==> src/rtl/msh_mem_rd_req.sv <==
// Tagged memory read requester: issues up to four reads with 2-bit tags,
// collects responses in any order and hands data downstream in issue order.
module msh_mem_rd_req #(
  parameter int ADDR_W = 20,
  parameter int DATA_W = 64
) (
  input  logic              mclk,
  input  logic              mrst_n,
  input  logic              cmd_vld,
  input  logic [ADDR_W-1:0] cmd_addr,
  output logic              cmd_rdy,
  output logic              mem_req_vld,
  output logic [ADDR_W-1:0] mem_req_addr,
  output logic [1:0]        mem_req_tag,
  input  logic              mem_req_rdy,
  input  logic              mem_rsp_vld,
  input  logic [1:0]        mem_rsp_tag,
  input  logic [DATA_W-1:0] mem_rsp_data,
  output logic              rd_vld,
  output logic [DATA_W-1:0] rd_data,
  input  logic              rd_rdy,
  output logic [2:0]        outstanding,
  output logic              err_unexp_rsp
);

  logic [2:0]        wp_q, wp_d, rp_q, rp_d;
  logic [3:0]        pend_q, pend_d, fill_q, fill_d;
  logic              req_vld_q, req_vld_d;
  logic [ADDR_W-1:0] req_addr_q, req_addr_d;
  logic [1:0]        req_tag_q, req_tag_d;
  logic              err_q, err_d;
  logic [DATA_W-1:0] data_q [4];

  logic [2:0] occ;
  logic       accept, retire, rsp_ok;

  assign occ     = wp_q - rp_q;
  assign cmd_rdy = (occ < 3'd4) && (!req_vld_q || mem_req_rdy);
  assign accept  = cmd_vld && cmd_rdy;
  assign rd_vld  = fill_q[rp_q[1:0]];
  assign rd_data = data_q[rp_q[1:0]];
  assign retire  = rd_vld && rd_rdy;
  // A slot retiring this cycle already has fill set, so its late response is rejected here.
  assign rsp_ok  = mem_rsp_vld && pend_q[mem_rsp_tag] && !fill_q[mem_rsp_tag];

  always_comb begin
    wp_d       = wp_q;
    rp_d       = rp_q;
    pend_d     = pend_q;
    fill_d     = fill_q;
    req_vld_d  = req_vld_q;
    req_addr_d = req_addr_q;
    req_tag_d  = req_tag_q;
    err_d      = mem_rsp_vld && !rsp_ok;
    if (retire) begin
      pend_d[rp_q[1:0]] = 1'b0;
      fill_d[rp_q[1:0]] = 1'b0;
      rp_d              = rp_q + 3'd1;
    end
    if (rsp_ok) begin
      fill_d[mem_rsp_tag] = 1'b1;
    end
    if (accept) begin
      pend_d[wp_q[1:0]] = 1'b1;
      wp_d              = wp_q + 3'd1;
      req_vld_d         = 1'b1;
      req_addr_d        = cmd_addr;
      req_tag_d         = wp_q[1:0];
    end else if (req_vld_q && mem_req_rdy) begin
      req_vld_d = 1'b0;
    end
  end

  always_ff @(posedge mclk or negedge mrst_n) begin
    if (!mrst_n) begin
      wp_q       <= '0;
      rp_q       <= '0;
      pend_q     <= '0;
      fill_q     <= '0;
      req_vld_q  <= 1'b0;
      req_addr_q <= '0;
      req_tag_q  <= '0;
      err_q      <= 1'b0;
    end else begin
      wp_q       <= wp_d;
      rp_q       <= rp_d;
      pend_q     <= pend_d;
      fill_q     <= fill_d;
      req_vld_q  <= req_vld_d;
      req_addr_q <= req_addr_d;
      req_tag_q  <= req_tag_d;
      err_q      <= err_d;
    end
  end

  // Data buffer is qualified by fill, so it needs no reset.
  always_ff @(posedge mclk) begin
    if (rsp_ok) begin
      data_q[mem_rsp_tag] <= mem_rsp_data;
    end
  end

  assign mem_req_vld   = req_vld_q;
  assign mem_req_addr  = req_addr_q;
  assign mem_req_tag   = req_tag_q;
  assign outstanding   = occ;
  assign err_unexp_rsp = err_q;

endmodule

==> config.mk <==
export PLATFORM = sky130hd
export DESIGN_NAME = msh_mem_rd_req
export DESIGN_NICKNAME = d
export VERILOG_FILES = /design/src/rtl/msh_mem_rd_req.sv
export SDC_FILE = /design/constraint.sdc
export NUM_CORES = 1
export LEC_CHECK = 0
export CAP_MARGIN = 25
export CORE_AREA = 2 2 152 154
export CTS_BUF_LIST = sky130_fd_sc_hd__clkbuf_8
export DETAILED_ROUTE_END_ITERATION = 12
export DIE_AREA = 0 0 154 156
export GPL_TIMING_DRIVEN = 0
export PLACE_DENSITY_LB_ADDON = 0.05
export SYNTH_ARGS = -nofsm -noshare
export SYNTH_HDL_FRONTEND = slang
export SYNTH_SLANG_ARGS = --single-unit
==> constraint.sdc <==
create_clock -name mclk -period 4.2 [get_ports mclk]
set_input_delay 0.42 -clock mclk [delete_from_list [all_inputs] [get_ports mclk]]
set_output_delay 0.42 -clock mclk [all_outputs]
set_load 0.02 [all_outputs]
==> reports/metrics.cfg, run 1 <==
[detailed_routing]
wl_met2_um=10770
wire_per_inst_um=20.61
wirelength_um=21160
m1WireLength_um=8346
drc=0
vias_per_cell=5.398
drt_pass1_iterations=5
wl_met3_um=1522
vias=5544
antenna_left=0
highest-signal-layer=met4
drt_iter0_markers=253

[synthesis]
syn_avg_cell_area_um2=23.45
yosysUniqueCellTypes=37
synth_top_area_share=0.6989
synth_fp_nets=571
netlist_instances=469
yosysWarnings=0
synth-seq-area-share=0.7853
synth.area.top_cells=edfxtp_1 (70%), mux4_2 (13%), dfrtp_1 (8.6%)
synth_area_um2=11000
synth_largest_area_cell=edfxtp_1
synth_seq_cells=294

[clocking]
clk_pin_slew_ps=60
htree_num_levels=2
insertion_delay_ps=530
cts_resized=0
numCtsBuffers=47
cts_tree=done
clock-root-buffer=clkbuf_8
cts_buffer_depth=3
clock_sinks=294

[setup_path]
crit_path_frequent_cell=clkbuf_1
slowest_delay_ps=570
crit_chain=buf_2 > clkbuf_1 > clkbuf_1 > mux4_2 > clkdlybuf4s50_1
crit_path_max_fanout=10
critical_path_class=register to output pin
crit_slowest_cell=clkbuf_1
cp.required_ps=3780
cp_data_arrival_time_ps=3280
worstSetupEndpointType=output pin
crit_buf_inv=4
crit_family=buffers and inverters
startpoint_type=register

[grt]
antenna_found_initial=1
overflow=0
grt_usage=0.1843
grt_pass1_wl_um=33710
grt_pass1_vias=6188
grt_max_degree=39

[power]
max-vdd-ir-drop_v=0.0004208
finalPower_w=0.009560
p_int_w=0.006531
leakage_nw=4.827
p_sw_frac=0.3168
power_switching_w=0.003029
pwr-share-seq=0.386
powerDensity_nw_per_um2=676.1
p_clk_frac=0.215
p_comb_frac=0.399

[timing]
fmax_mhz=270.4
whs_ps=500.7
setup_viol=0
hold_viol=0
rsz0062_at_grt=no
slew_headroom=0.4345
fin_crit_sh=0.8804
fin_worst_skew_ps=18.16
tightest_slew_ps=846.3
setup_tns_ps=0
fin_crit_ps=3698
finalMaxSlewViolations=0

[placed_design]
place_congestion=0.7987
port_buffers=184
placed_area_um2=13340
dp_hpwl_um=13520

[worst_hold_path]
hp-class=input pin to register

[finish]
drive_above_1_share=0.2335
final_util=0.6322
syn2layout_area_growth_pct=28.55
fin_nets=811
layout_commonest_cell=edfxtp_1
design_area_um2=14140
fillers=1553
layout_common_cells=edfxtp_1 (256), clkdlybuf4s50_1 (183), mux4_2 (64)

[floorplanning]
die_x_um=154
die_area_um2=24020
ios=185
core-area_um2=22370
placementRows=55
start_util=0.4918
die_h_um=156

[flow_run]
cap_violations=0

[outcome]
outcome=finished clean

[state kept, by name, indices dropped and copies added (netlist names)]
name and count:
wp_q 3, data_q 256, mem_req_vld 1, err_unexp_rsp 1
rp_q 3, pend_q 4, fill_q 4, mem_req_tag 2
mem_req_addr 20
[through the flow]
stage / setup WS (ps) / std cells
2_1_floorplan: 120.7 / 469
3_3_place_gp: -2840 / 938
3_5_place_dp: 993.5 / 944
4_1_cts: 384.3 / 1026
5_1_grt: 240.8 / 1027
6_report: 502.2 / 1027
[power groups by stage]
stage | Combinational, W | Sequential, W | Clock (W)
6_report | 0.00381 | 0.00369 | 0.00206
3_3_place_gp | 0.00380 | 0.00376 | 0
2_1_floorplan | 0.00217 | 0.00387 | 0
5_1_grt | 0.00408 | 0.00373 | 0.00225
3_5_place_dp | 0.00387 | 0.00375 | 0
4_1_cts | 0.00388 | 0.00370 | 0.00213
[logic make-up after synthesis]
logic type / share of synthesized area
xor+xnor: 0.004664
simple gates: 0.01718
flops: 0.7853
mux: 0.1596
buf+inv: 0.01081
compound gates: 0.01035
fa+ha+maj: 0.01206
[Yosys cell counts]
cell type / count
nor2_1: 4
nand2b_1: 1
and3b_1: 1
fa_1: 1
or3b_2: 1
buf_6: 2
a31oi_1: 1
ha_1: 9
xor3_2: 1
nor3b_4: 1
nand2_1: 3
nand3_1: 2
a21boi_0: 1
nor2b_1: 4
xnor2_1: 3
and2_1: 2
a21oi_1: 2
clkbuf_1: 7
mux2i_1: 1
inv_1: 6
and3_1: 1
nor3b_1: 1
nand3b_1: 2
a32oi_1: 1
edfxtp_1: 256
buf_1: 2
a21o_1: 1
dfrtp_1: 38
mux2_2: 27
buf_2: 8
or3_1: 1
mux4_2: 64
o2bb2ai_1: 1
a31o_2: 3
a22o_1: 1
nand4_1: 6
a32o_1: 3
[final timing paths]
kind / from / to / slack (ps) / cells after the start
max in group asynchronous: mrst_n / mem_req_addr[2] / 3130 / 2
hold reg to reg: mem_req_addr[15] / mem_req_addr[15] / 510 / 1
setup / recovery: rp_q[1] / rd_data[32] / 500 / 5
setup reg to reg: wp_q[0] / mem_req_addr[14] / 1590 / 7
hold / removal: cmd_addr[13] / mem_req_addr[13] / 500 / 2
min in group asynchronous: mrst_n / err_unexp_rsp / 540 / 2
[timing repair]
item / CTS / global route
hold buffers: 1 / 0
setup buffers: 0 / 0
hold endpoints to repair: 38 / 0
[final cells by class]
cell class	count	area [µm²]	area share
timing repair buffer	191	1974	0.1396
buffer	19	96.34	0.006814
multi-input combinational	150	2262	0.1600
clock inverter	34	140.1	0.009911
antenna	1	2.502	0.0001770
tap	285	356.6	0.02522
sequential	294	8638	0.6109
inverter	6	22.52	0.001593
clock buffer	47	646.9	0.04575
[metal layers]
layer | track usage | vias up
met4 | 0.06542 | 0
met1 | 0.2232 | 2861
met3 | 0.05556 | 46
met5 | 0 | -
met2 | 0.3169 | 189
li1 | - | 2448
No activity file was read; power rests on OpenSTA's default activity.
==> inputs of run 2 (changes only) <==
SLEW_MARGIN = 20   (was not set)
==> run 2 against run 1 <==
Net effect:
- total power increased by 0.87%
- fmax decreased by 0.64%
- sequential share of layout area decreased by 0.59 points
- hold slack got worse by 200 ps
- die area unchanged
- combinational power about the same
- sequential power about the same
- register-to-register slack improved by 20 ps
- first-iteration DRC count increased by 2.4%
- critical endpoint is now rd_data[54]
- largest power group unchanged
==> reports/metrics.cfg, run 2 (same netlist as run 1, synthesis figures left out) <==
[timing]
finalMaxSlewViolations=0
tightest_slew_ps=679.8
slew_headroom=0.5468
rsz0062_at_grt=no
hold_viol=0
fmax_mhz=268.7
setup_viol=0
fin_crit_ps=3721
fin_crit_sh=0.8861
fin_worst_skew_ps=18.96
whs_ps=297.5

[placed_design]
place_congestion=0.7987
port_buffers=184
place_inst=948
dp_hpwl_um=13780

[grt]
grt_max_degree=35
overflow=0
grt_pass1_vias=6209
grt_pass1_wl_um=33620
antenna_found_initial=1
grt_usage=0.1835

[finish]
regMostFlops=data_q
drive_above_1_share=0.2366
instances_no_fill=1034
layout_commonest_cell=edfxtp_1
layout_common_cells=edfxtp_1 (256), clkdlybuf4s50_1 (183), mux4_2 (64)
syn2layout_area_growth_pct=29.81
fin_nets=815
largest_reg_flops=256

[clocking]
cts_buffer_depth=3
clock_sinks=294
clock-root-buffer=clkbuf_8
htree_num_levels=2
cts_tree=done
insertion_delay_ps=550
cts_resized=0
clk_pin_slew_ps=60
numCtsBuffers=47

[setup_path]
critical_path_class=register to output pin
crit_path_max_fanout=10
crit_chain=buf_2 > clkbuf_1 > clkbuf_1 > mux4_2 > clkdlybuf4s50_1
slowest_delay_ps=590
cp.required_ps=3780
crit_slowest_cell=clkdlybuf4s50_1
worstSetupEndpointType=output pin
startpoint_type=register
crit_path_frequent_cell=clkbuf_1
cp_data_arrival_time_ps=3300

[floorplanning]
start_util=0.4918
die_area_um2=24020
ios=185
die_x_um=154
die_h_um=156
core-area_um2=22370
placementRows=55

[power]
leakage_nw=4.882
max-vdd-ir-drop_v=0.0004246
powerDensity_nw_per_um2=675.4

[detailed_routing]
drt_pass1_iterations=4
vias_per_cell=5.367
drt_iter0_markers=259
drc=0
wire_per_inst_um=20.42
vias=5549
antenna_left=0
wirelength_um=21120

[worst_hold_path]
hp-class=input pin to asynchronous set/reset pin

[flow_run]
cap_violations=0

[outcome]
outcome=finished clean

run 2: cell count changes in the layout (fill, tap and decap cells not counted):
cell        change
inv_1           -2
clkinv_2        -3
buf_8           +1
clkbuf_8        +3
clkinv_1        +5
clkinvlp_4      -1
buf_16          +3
inv_8           +1
run 2: worst max-delay path, delay by kind of cell, from the launching register on:
| kind | cells | cell delay [ps] |
|---|---|---|
| multiplexers | 1 | 420 |
| flip-flops | 1 | 430 |
| buffers and inverters | 4 | 1900 |
run 2: layout make-up:
cell class | count | area (µm²)
diodes | 1 | 2.502
plain buffers | 19 | 96.34
clock buffers | 50 | 688.2
clock inverters | 34 | 140.1
fillers | 1540 | 8087
inverters | 6 | 22.52
multi-input cells | 150 | 2262
flip-flops and latches | 294 | 8638
well taps | 285 | 356.6
repair buffers | 195 | 2072
run 2: power by group:
part	total [W]	internal (W)	switching, W
Sequential	0.00369	0.00354	0.000156
Combinational	0.00382	0.00197	0.00186
Clock	0.00213	0.00110	0.00103
run 2: routing by layer:
| layer | GRT usage | share of wire | vias up |
|---|---|---|---|
| met4 | 0.06587 | 0.022 | 0 |
| li1 | - | - | 2465 |
| met3 | 0.05639 | 0.077 | 38 |
| met5 | 0 | 0 | - |
| met1 | 0.2259 | 0.40 | 2845 |
| met2 | 0.3105 | 0.50 | 201 |
run 2: through the flow:
stage | util | TNS [ps] | total power (W) | cell area [µm²] | setup slack [ps]
final | 0.6384 | 0 | 0.009643 | 14280 | 478.5
after global routing | 0.6384 | 0 | 0.01015 | 14280 | 259.8
after CTS | 0.6383 | 0 | 0.009794 | 14280 | 372.8
after detailed placement | 0.6008 | 0 | 0.007632 | 13440 | 989.6
after global placement | 0.5901 | -378710 | 0.007555 | 13200 | -2840
after floorplan | - | 0 | 0.006035 | 11000 | 120.7
run 2: path summary, 6_finish.rpt:
path	start	end	slack (ps)	cells after the start
max in group asynchronous	mrst_n	mem_req_addr[11]	3470	3
min reg2reg	mem_req_addr[10]	mem_req_addr[10]	510	1
max reg2reg	wp_q[0]	mem_req_addr[8]	1610	7
min in group mclk	cmd_addr[4]	mem_req_addr[4]	480	2
min	mrst_n	err_unexp_rsp	300	2
max	rp_q[1]	rd_data[54]	480	5
run 2: timing repair:
item                                   in CTS  in global routing
hold buffers                                1                  0
endpoints found under the hold margin      30                  0
setup endpoints to repair                   0                  0
buffers inserted                            0                  0
